[config.mk]
export PLATFORM = sky130hd
export DESIGN_NAME = regfile_mp
export DESIGN_NICKNAME = d
export VERILOG_FILES = /design/src/rtl/rf_pkg.sv /design/src/rtl/regfile_scoreboard.sv /design/src/rtl/regfile_mp.sv
export SDC_FILE = /design/constraint.sdc
export NUM_CORES = 2
export LEC_CHECK = 0
export BUFFER_PORTS_ARGS = -buffer_cell sky130_fd_sc_hd__buf_4
export CORE_ASPECT_RATIO = 1.25
export CORE_MARGIN = 5
export CORE_UTILIZATION = 45
export CTS_BUF_LIST = sky130_fd_sc_hd__clkbuf_8
export DETAILED_ROUTE_END_ITERATION = 8
export PLACE_DENSITY_LB_ADDON = 0.15
export SYNTH_ARGS = -nofsm -noshare
export SYNTH_HDL_FRONTEND = slang
export SYNTH_SLANG_ARGS = --single-unit
[constraint.sdc]
create_clock -name clk -period 3.5 [get_ports clk]
set_input_delay 0.7 -clock clk [delete_from_list [all_inputs] [get_ports clk]]
set_output_delay 0.7 -clock clk [all_outputs]
set_load 0.05 [all_outputs]
[src/rtl/rf_pkg.sv]
// Shared register-file definitions.
// Holds the default data/address widths, the packed-port slice offset helper
// and the address-validity rule, so decode and the hazard unit agree with the
// register file on which addresses are real registers.
package rf_pkg;

  localparam int RF_DATA_W = 32;
  localparam int RF_ADDR_W = 5;

  // LSB of port `port` inside a packed bus of `width`-bit fields.
  function automatic int port_lsb(input int port, input int width);
    return port * width;
  endfunction

  // An address names a writable/reservable register when it is implemented
  // and is not the hardwired zero register.
  function automatic logic rf_addr_ok(input logic [31:0] addr, input int num_regs,
                                      input bit zero_reg);
    return (addr < 32'(num_regs)) && !(zero_reg && (addr == 32'd0));
  endfunction

endpackage

[src/rtl/regfile_scoreboard.sv]
// Pending-write scoreboard for the register file.
// Ports:
//   clk, reset (async, active-low)
//   wr_en/wr_addr   : a write retires the producer and clears its pending bit
//   rsv_en/rsv_addr : a new producer reserves its destination
//   flush           : clears all pending bits, overrides rsv_en
//   pend            : current pending bits
//   pend_nxt        : pending bits as they will be after this edge (read forwarding)
//   busy_cnt        : number of pending registers
module regfile_scoreboard
  import rf_pkg::*;
#(
  parameter int ADDR_W   = RF_ADDR_W,
  parameter int NUM_REGS = 2 ** ADDR_W,
  parameter bit ZERO_REG = 1'b1
) (
  input  logic                clk,
  input  logic                reset,
  input  logic                wr_en,
  input  logic [ADDR_W-1:0]   wr_addr,
  input  logic                rsv_en,
  input  logic [ADDR_W-1:0]   rsv_addr,
  input  logic                flush,
  output logic [NUM_REGS-1:0] pend,
  output logic [NUM_REGS-1:0] pend_nxt,
  output logic [ADDR_W:0]     busy_cnt
);

  logic wr_ok;
  logic rsv_ok;
  logic cnt_inc;
  logic cnt_dec;

  assign wr_ok  = wr_en  && rf_addr_ok(32'(wr_addr),  NUM_REGS, ZERO_REG);
  assign rsv_ok = rsv_en && rf_addr_ok(32'(rsv_addr), NUM_REGS, ZERO_REG);

  // Clear is applied before set so a same-address reserve wins: the
  // retiring write is already superseded by a newer producer.
  always_comb begin
    pend_nxt = pend;
    cnt_inc  = 1'b0;
    cnt_dec  = 1'b0;
    if (flush) begin
      pend_nxt = '0;
    end else begin
      if (wr_ok) begin
        pend_nxt[wr_addr] = 1'b0;
        cnt_dec = pend[wr_addr] && !(rsv_ok && (rsv_addr == wr_addr));
      end
      if (rsv_ok) begin
        pend_nxt[rsv_addr] = 1'b1;
        cnt_inc = !pend[rsv_addr];
      end
    end
  end

  always_ff @(posedge clk or negedge reset) begin
    if (!reset) begin
      pend     <= '0;
      busy_cnt <= '0;
    end else begin
      pend <= pend_nxt;
      if (flush) busy_cnt <= '0;
      else       busy_cnt <= busy_cnt + (ADDR_W+1)'(cnt_inc) - (ADDR_W+1)'(cnt_dec);
    end
  end

endmodule

[src/rtl/regfile_mp.sv]
// Multi-read-port register file with write-to-read bypass and pending scoreboard.
// Ports:
//   clk, reset (async, active-low)
//   rd_en[NUM_RD], rd_addr (packed), rd_data (packed, registered), rd_pend (registered)
//   wr_en, wr_addr, wr_data : single write port
//   rsv_en, rsv_addr, flush : scoreboard control
//   busy_cnt                : number of pending registers
module regfile_mp
  import rf_pkg::*;
#(
  parameter int DATA_W   = RF_DATA_W,
  parameter int ADDR_W   = RF_ADDR_W,
  parameter int NUM_REGS = 2 ** ADDR_W,
  parameter int NUM_RD   = 2,
  parameter bit ZERO_REG = 1'b1
) (
  input  logic                     clk,
  input  logic                     reset,
  input  logic [NUM_RD-1:0]        rd_en,
  input  logic [NUM_RD*ADDR_W-1:0] rd_addr,
  output logic [NUM_RD*DATA_W-1:0] rd_data,
  output logic [NUM_RD-1:0]        rd_pend,
  input  logic                     wr_en,
  input  logic [ADDR_W-1:0]        wr_addr,
  input  logic [DATA_W-1:0]        wr_data,
  input  logic                     rsv_en,
  input  logic [ADDR_W-1:0]        rsv_addr,
  input  logic                     flush,
  output logic [ADDR_W:0]          busy_cnt
);

  logic [DATA_W-1:0]   mem [NUM_REGS];
  logic [NUM_REGS-1:0] pend;
  logic [NUM_REGS-1:0] pend_nxt;
  logic                wr_ok;

  logic [ADDR_W-1:0]   rd_a     [NUM_RD];
  logic [DATA_W-1:0]   data_nxt [NUM_RD];
  logic                rdp_nxt  [NUM_RD];
  logic [DATA_W-1:0]   data_q   [NUM_RD];
  logic                rdp_q    [NUM_RD];

  regfile_scoreboard #(
    .ADDR_W   (ADDR_W),
    .NUM_REGS (NUM_REGS),
    .ZERO_REG (ZERO_REG)
  ) u_scoreboard (
    .clk      (clk),
    .reset    (reset),
    .wr_en    (wr_en),
    .wr_addr  (wr_addr),
    .rsv_en   (rsv_en),
    .rsv_addr (rsv_addr),
    .flush    (flush),
    .pend     (pend),
    .pend_nxt (pend_nxt),
    .busy_cnt (busy_cnt)
  );

  assign wr_ok = wr_en && rf_addr_ok(32'(wr_addr), NUM_REGS, ZERO_REG);

  always_ff @(posedge clk or negedge reset) begin
    if (!reset) begin
      for (int i = 0; i < NUM_REGS; i++) mem[i] <= '0;
    end else if (wr_ok) begin
      mem[wr_addr] <= wr_data;
    end
  end

  // Read pending is taken from the post-edge scoreboard state, which
  // forwards a same-edge reserve (1), write (0) or flush (0) exactly like
  // the data bypass.
  always_comb begin
    for (int p = 0; p < NUM_RD; p++) begin
      rd_a[p]     = rd_addr[port_lsb(p, ADDR_W) +: ADDR_W];
      data_nxt[p] = '0;
      rdp_nxt[p]  = 1'b0;
      if (rf_addr_ok(32'(rd_a[p]), NUM_REGS, ZERO_REG)) begin
        if (wr_ok && (wr_addr == rd_a[p])) data_nxt[p] = wr_data;
        else                               data_nxt[p] = mem[rd_a[p]];
        rdp_nxt[p] = pend_nxt[rd_a[p]];
      end
    end
  end

  always_ff @(posedge clk or negedge reset) begin
    if (!reset) begin
      for (int p = 0; p < NUM_RD; p++) begin
        data_q[p] <= '0;
        rdp_q[p]  <= 1'b0;
      end
    end else begin
      for (int p = 0; p < NUM_RD; p++) begin
        if (rd_en[p]) begin
          data_q[p] <= data_nxt[p];
          rdp_q[p]  <= rdp_nxt[p];
        end
      end
    end
  end

  always_comb begin
    rd_data = '0;
    rd_pend = '0;
    for (int p = 0; p < NUM_RD; p++) begin
      rd_data[port_lsb(p, DATA_W) +: DATA_W] = data_q[p];
      rd_pend[p] = rdp_q[p];
    end
  end

endmodule

Word-level counts from Yosys, hierarchy flattened

Cells that the tools add are included.

Add/sub/neg operators: 2
$mul: 0
Div/mod/pow operators: 0
Magnitude comparators: 10
Equal/unequal tests: 3
Shift-type cells: 0
Multiplexer cells: 36
Bitwise logic cells: 6
Reductions and logical operators: 17

Operators by type and width:

| cell               | number |
|---|---|
| $bwmux 1024        | 1 |
| $mux 32            | 13 |
| $bmux 32 s5        | 2 |
| $demux 32 s5       | 1 |
| $and 32x32->32     | 1 |
| $not 32->32        | 1 |
| $or 32x32->32      | 1 |
| $lt 5x6->1 const B | 4 |
| $bmux 1 s5         | 4 |
| $logic_not 5->1    | 4 |
| $ge 6x6->1 const B | 3 |
| $not 5->6          | 3 |
| $eq 5x5->1         | 3 |
| $mux 1             | 12 |
| $demux 1 s5        | 2 |
| $ge 5x1->1 const B | 2 |
| $logic_and 1x1->1  | 9 |
| $add 6x1->6        | 1 |
| $lt 6x1->1 const B | 1 |
| $mux 6             | 1 |
| $sub 6x1->6        | 1 |
| $logic_not 1->1    | 4 |

Register bits: 1128
Bits in latches: 0
Bits in writable memories: 0
ROM bits: 0
Bits of input ports: 59
Output and inout port bits: 72
Word-level logic and storage cells: 112
Memories: 0

Depth between registers and ports, before layout

Depth in word-level cells: 14
Mapped depth: 16

Cells and area by module

A second synthesis with hierarchy kept.

Cell total of the unflattened synthesis: 4138
Area total of the unflattened synthesis: 60224.0 µm²

Modules (own cells, without submodules):

| module             | times used | cells an instance | area each (µm²) | sequential area each (µm²) |
|---|---|---|---|---|
| regfile_mp         | 1          | 3861              | 57617.8         | 27276.2 |
| regfile_scoreboard | 1          | 277               | 2606.2          | 950.9 |

Least setup slack after synthesis

Ideal clock, no wire load.

Kind: input to register
Start point: input port wr_addr[0]
End point: register u_scoreboard.busy_cnt[4]
Setup time: 0.132 ns
Arrival: 3.711 ns
Path slack: -0.343 ns
Stages on the path: 15
Buffers on the path: 2
Path through: buf_2 buf_2 mux4_2 mux4_2 mux2i_1 nor4_1 ha_1 inv_1 ha_1 fa_1 a21oi_1 nor2_1 nor2_1 xor2_1 nor2_1

Cells in the longest elaborated chain, start to end: 8
Elaborated cells on any way between the ends: 13
Those cells by class: 1 x add/sub; 1 x eq/ne; 5 x mux; 6 x reduce/logical

RTL lines:

| item                                               | line                     | text |
|---|---|---|
| start: declaration                                 | regfile_mp.sv:24         | `input logic [ADDR_W-1:0] wr_addr,` |
| branches (longest 4 deep; another with $bmux 1 s5) | -                        |  |
| $mux 1 *                                           | regfile_scoreboard.sv:46 | `if (wr_ok) begin` |
| $mux 1 *                                           | regfile_scoreboard.sv:43 | `if (flush) begin` |
| $sub 6x1->6 *                                      | regfile_scoreboard.sv:64 | `else busy_cnt <= busy_cnt + (ADDR_W+1)'(cnt_inc) - (ADDR_W+1)'(cnt_dec);` |
| $mux 6 *                                           | regfile_scoreboard.sv:63 | `if (flush) busy_cnt <= '0;` |
| end signal: assignment                             | regfile_scoreboard.sv:64 |  |
| end: declaration                                   | regfile_scoreboard.sv:26 | `output logic [ADDR_W:0] busy_cnt` |

Mark *: on every way between the ends. The select of a mux whose other input is x is not followed.
A chain may end at the register's enable or synchronous reset.

Final worst setup path

Start point: register u_scoreboard.pend[25]
End point: register u_scoreboard.busy_cnt[4]

Cells in the longest elaborated chain, start to end: 8
Elaborated cells on any way between the ends: 13
Those cells by class: 2 x add/sub; 9 x mux; 2 x reduce/logical

RTL lines:

| item                         | line                     | text |
|---|---|---|
| start: declaration           | regfile_scoreboard.sv:24 | `output logic [NUM_REGS-1:0] pend,` |
| start signal: assignment     | regfile_scoreboard.sv:62 | `pend <= pend_nxt;` |
| $bmux 1 s5                   | regfile_scoreboard.sv:52 | `cnt_inc = !pend[rsv_addr];` |
| $mux 1 (not written as such) | regfile_scoreboard.sv:52 |  |
| $logic_not 1->1              | regfile_scoreboard.sv:52 |  |
| $mux 1                       | regfile_scoreboard.sv:50 | `if (rsv_ok) begin` |
| $mux 1                       | regfile_scoreboard.sv:43 |  |
| $add 6x1->6                  | regfile_scoreboard.sv:64 |  |
| $sub 6x1->6 *                | regfile_scoreboard.sv:64 |  |
| $mux 6 *                     | regfile_scoreboard.sv:63 |  |

Every way passes the cells marked *; elsewhere a longest branch is shown, timed or not. The select of a mux whose other input is x is not followed.

==> reports/qor.yml <==
ys_seq_area_frac: 0.466
wl_um: 191000
root_buffer: "clkbuf_8"
comb_power_share: 0.227
initial_core_util: 0.453
nNetsFinal: 4305
grt.overflow.total: 0
period_share: 0.895
hp-start: "flush"
h-tree-depth: 4
crit_type: "register to register"
synth_compound_area_frac: 0.0439
cp_max_fo: 4
io_buffers: 130
finalSetupViolations: 0
slew_headroom: 0.344
stdcell_count: 6133
tns_ps: 0
placed_cells: 5797
rrSetupSlack_ps: 370
min_to: "u_scoreboard.busy_cnt[2]$_DFF_PN0_"
period_minus_slack_ps: 3130
yosys.area_share.simple: 0.0313
ctsResizeCount: 0
synth_fa_ha_area_frac: 0.00157
die_height_um: 420
rows: 150
hold_path_class: "primary input to register"
synth_ff_type: "dfrtp_1"
synth_xor_area_frac: 0.00332
clock-sinks: 1128
synth_top_family_by_area: "multiplexers"
drv_cap: 0
vias: 38900
syn_area_per_cell_um2: 14.5
grt_pass1_vias: 41400
worstSetupStartpointType: "register"
async_reset_ff_frac: 1.00
io_pins: 131
postCtsSetupBuffers: 0
grt_pass1_wl_um: 286000
end_kind: "register"
cts.path.max_buffers: 3
rsz0062_at_grt: "false"
dr.pass1.iters: 8
reg2reg_depth: 13
drtIter0Drc: 2936
postCtsHoldBufs: 1
synth.cell_area_um2: 60600
grtUsageTotal: 0.271
cts_tree: "done"
gp_congestion: 0.869
p_clk_frac: 0.319
reg2reg_to: "u_scoreboard.busy_cnt[4]$_DFF_PN0_"
clock.fmax_mhz: 319
p_int_w: 0.0269
p_seq_frac: 0.454
timing.rr.start: "u_scoreboard.pend[25]$_DFF_PN0_"
final_layout_size_suffix_gt1_frac: 0.518
drv_slew: 0
clk_pin_slew_ps: 60
ys_ff_latch: 1128
synth_edf_count: 0
synthCells: 4168
p_sw_w: 0.0109
tightest_slew_ps: 984
dp_hpwl_um: 113000
yosysWarnings: 0
clock_skew_ps: 27.5
antenna_found_initial: 4
syn2layout_area_growth_pct: 13.1
status: "finished clean"
whs_ps: 150
ys_types: 80
hold_violations: 0
switching_share: 0.289
wl_per_cell_um: 31.1
arrival_ps: 3910
ir_drop_mv: 0.356
hold_depth: 2
ant_nets: 0
grt_max_degree: 125
synth_mux_area_frac: 0.417
core_um2: 134000
numCtsBuffers: 187
p_per_area_nw_per_um2: 552
synth_nets: 4234
clk_latency_ps: 910
p_leak_nw: 29.6
worstPathRequired_ps: 4280
fp.dieW_um: 338
die_area_um2: 142000
drc_errors: 0
post_drt_via_cell_ratio: 6.34
## worst max path at each step
stage	startpoint	end	slack [ps]	depth (start not counted)
detailed placement	wr_addr[0]	u_scoreboard.busy_cnt[4]$_DFF_PN0_	-220	14
global placement	wr_addr[0]	u_scoreboard.busy_cnt[4]$_DFF_PN0_	-310	14
finish	u_scoreboard.pend[25]$_DFF_PN0_	u_scoreboard.busy_cnt[4]$_DFF_PN0_	370	13
CTS	u_scoreboard.pend[0]$_DFF_PN0_	u_scoreboard.busy_cnt[4]$_DFF_PN0_	360	13
floorplan	wr_addr[0]	u_scoreboard.busy_cnt[4]$_DFF_PN0_	5	15
global route	u_scoreboard.pend[27]$_DFF_PN0_	u_scoreboard.busy_cnt[5]$_DFF_PN0_	130	13
## power by group through the flow
stage | clock network, W | registers (W) | logic [W]
after global placement | 0 | 0.0173 | 0.00852
final | 0.0121 | 0.0172 | 0.00861
after CTS | 0.0124 | 0.0172 | 0.00867
after global routing | 0.0130 | 0.0175 | 0.00925
after detailed placement | 0 | 0.0174 | 0.00865
after floorplan | 0 | 0.0174 | 0.00594
## cells by family after synthesis
logic type / Yosys count
buf+inv: 544
xor+xnor: 23
mux: 1690
compound gates: 388
flops: 1128
fa+ha+maj: 7
simple gates: 388
## registers in the layout, summed over array words and instances, names as in the netlist
signal	count
u_scoreboard.busy_cnt	6
rd_pend	2
u_scoreboard.pend	32
mem	1024
rd_data	64
## cell usage in the layout, fill, tap and decap left out, drive strengths merged, types with 6 or more instances in the layout
| cell | instances |
|---|---|
| o21ai | 109 |
| mux2i | 106 |
| a211oi | 28 |
| o2111ai | 8 |
| a21oi | 58 |
| xnor2 | 13 |
| nand4 | 9 |
| and2 | 31 |
| dfrtp | 1128 |
| inv | 134 |
| clkbuf | 255 |
| clkinv | 18 |
| or2 | 10 |
| nor2b | 12 |
| ha | 6 |
| a22oi | 41 |
| nor3 | 7 |
| o211ai | 6 |
| nand3 | 49 |
| buf | 348 |
| nand2 | 115 |
| nor2 | 105 |
| nor4 | 8 |
| and3 | 6 |
| o32ai | 32 |
| a221oi | 32 |
| o22ai | 34 |
| nand2b | 11 |
| mux2 | 1019 |
| xor2 | 10 |
| mux4 | 565 |
## layout make-up
cell class                 count  area (um^2)
fill                       11500        65300
multi-input combinational   2496        30400
sequential                  1128        28200
timing repair buffer         349         3580
clock buffer                 255         3510
tap                         1748         2190
clock inverter                78          377
inverter                      77          295
antenna                        2         5.00
## critical path, stage by stage (launching register included)
cell and delay [ps]:
dfrtp_1 430, mux4_2 490, mux4_2 470, mux2i_1 170
nor4_1 80, ha_1 300, inv_1 40, ha_2 170
fa_2 350, a21oi_2 130, nor2_1 50, nor2_1 120
xor2_1 140, nor2_1 50
## layer usage
metal | track usage | vias to the layer above | share of wire | wire (um)
met5 | 0 | - | 0.000063 | 12
met4 | 0.0892 | 2 | 0.034 | 6500
met3 | 0.0443 | 378 | 0.050 | 9510
met2 | 0.468 | 1209 | 0.51 | 96900
met1 | 0.352 | 21100 | 0.41 | 78000
li1 | - | 16100 | - | -
## synthesized netlist by cell type, drive strengths merged (28+ instances only)
| library cell | instances | area [um^2] |
|---|---|---|
| mux2 | 1019 | 11500 |
| o21ai | 109 | 546 |
| inv | 75 | 282 |
| o22ai | 34 | 213 |
| a211oi | 28 | 245 |
| dfrtp | 1128 | 28200 |
| a221oi | 32 | 299 |
| mux2i | 106 | 1060 |
| clkbuf | 318 | 1190 |
| nand3 | 49 | 245 |
| o32ai | 32 | 280 |
| nand2 | 115 | 432 |
| and2 | 31 | 194 |
| a22oi | 41 | 308 |
| buf | 149 | 803 |
| a21oi | 58 | 290 |
| nor2 | 105 | 394 |
| mux4 | 565 | 12700 |
## stage by stage
| stage | worst slack (ps) | utilization | instance area [um^2] | total power [W] |
|---|---|---|---|---|
| final | 367 | 0.512 | 68600 | 0.0379 |
| after global placement | -309 | 0.483 | 64700 | 0.0258 |
| after floorplan | 4.74 | - | 60700 | 0.0233 |
| after global routing | 134 | 0.512 | 68600 | 0.0397 |
| after detailed placement | -219 | 0.483 | 64700 | 0.0260 |
| after CTS | 364 | 0.512 | 68600 | 0.0382 |
Power figures use the tool's default switching activity.
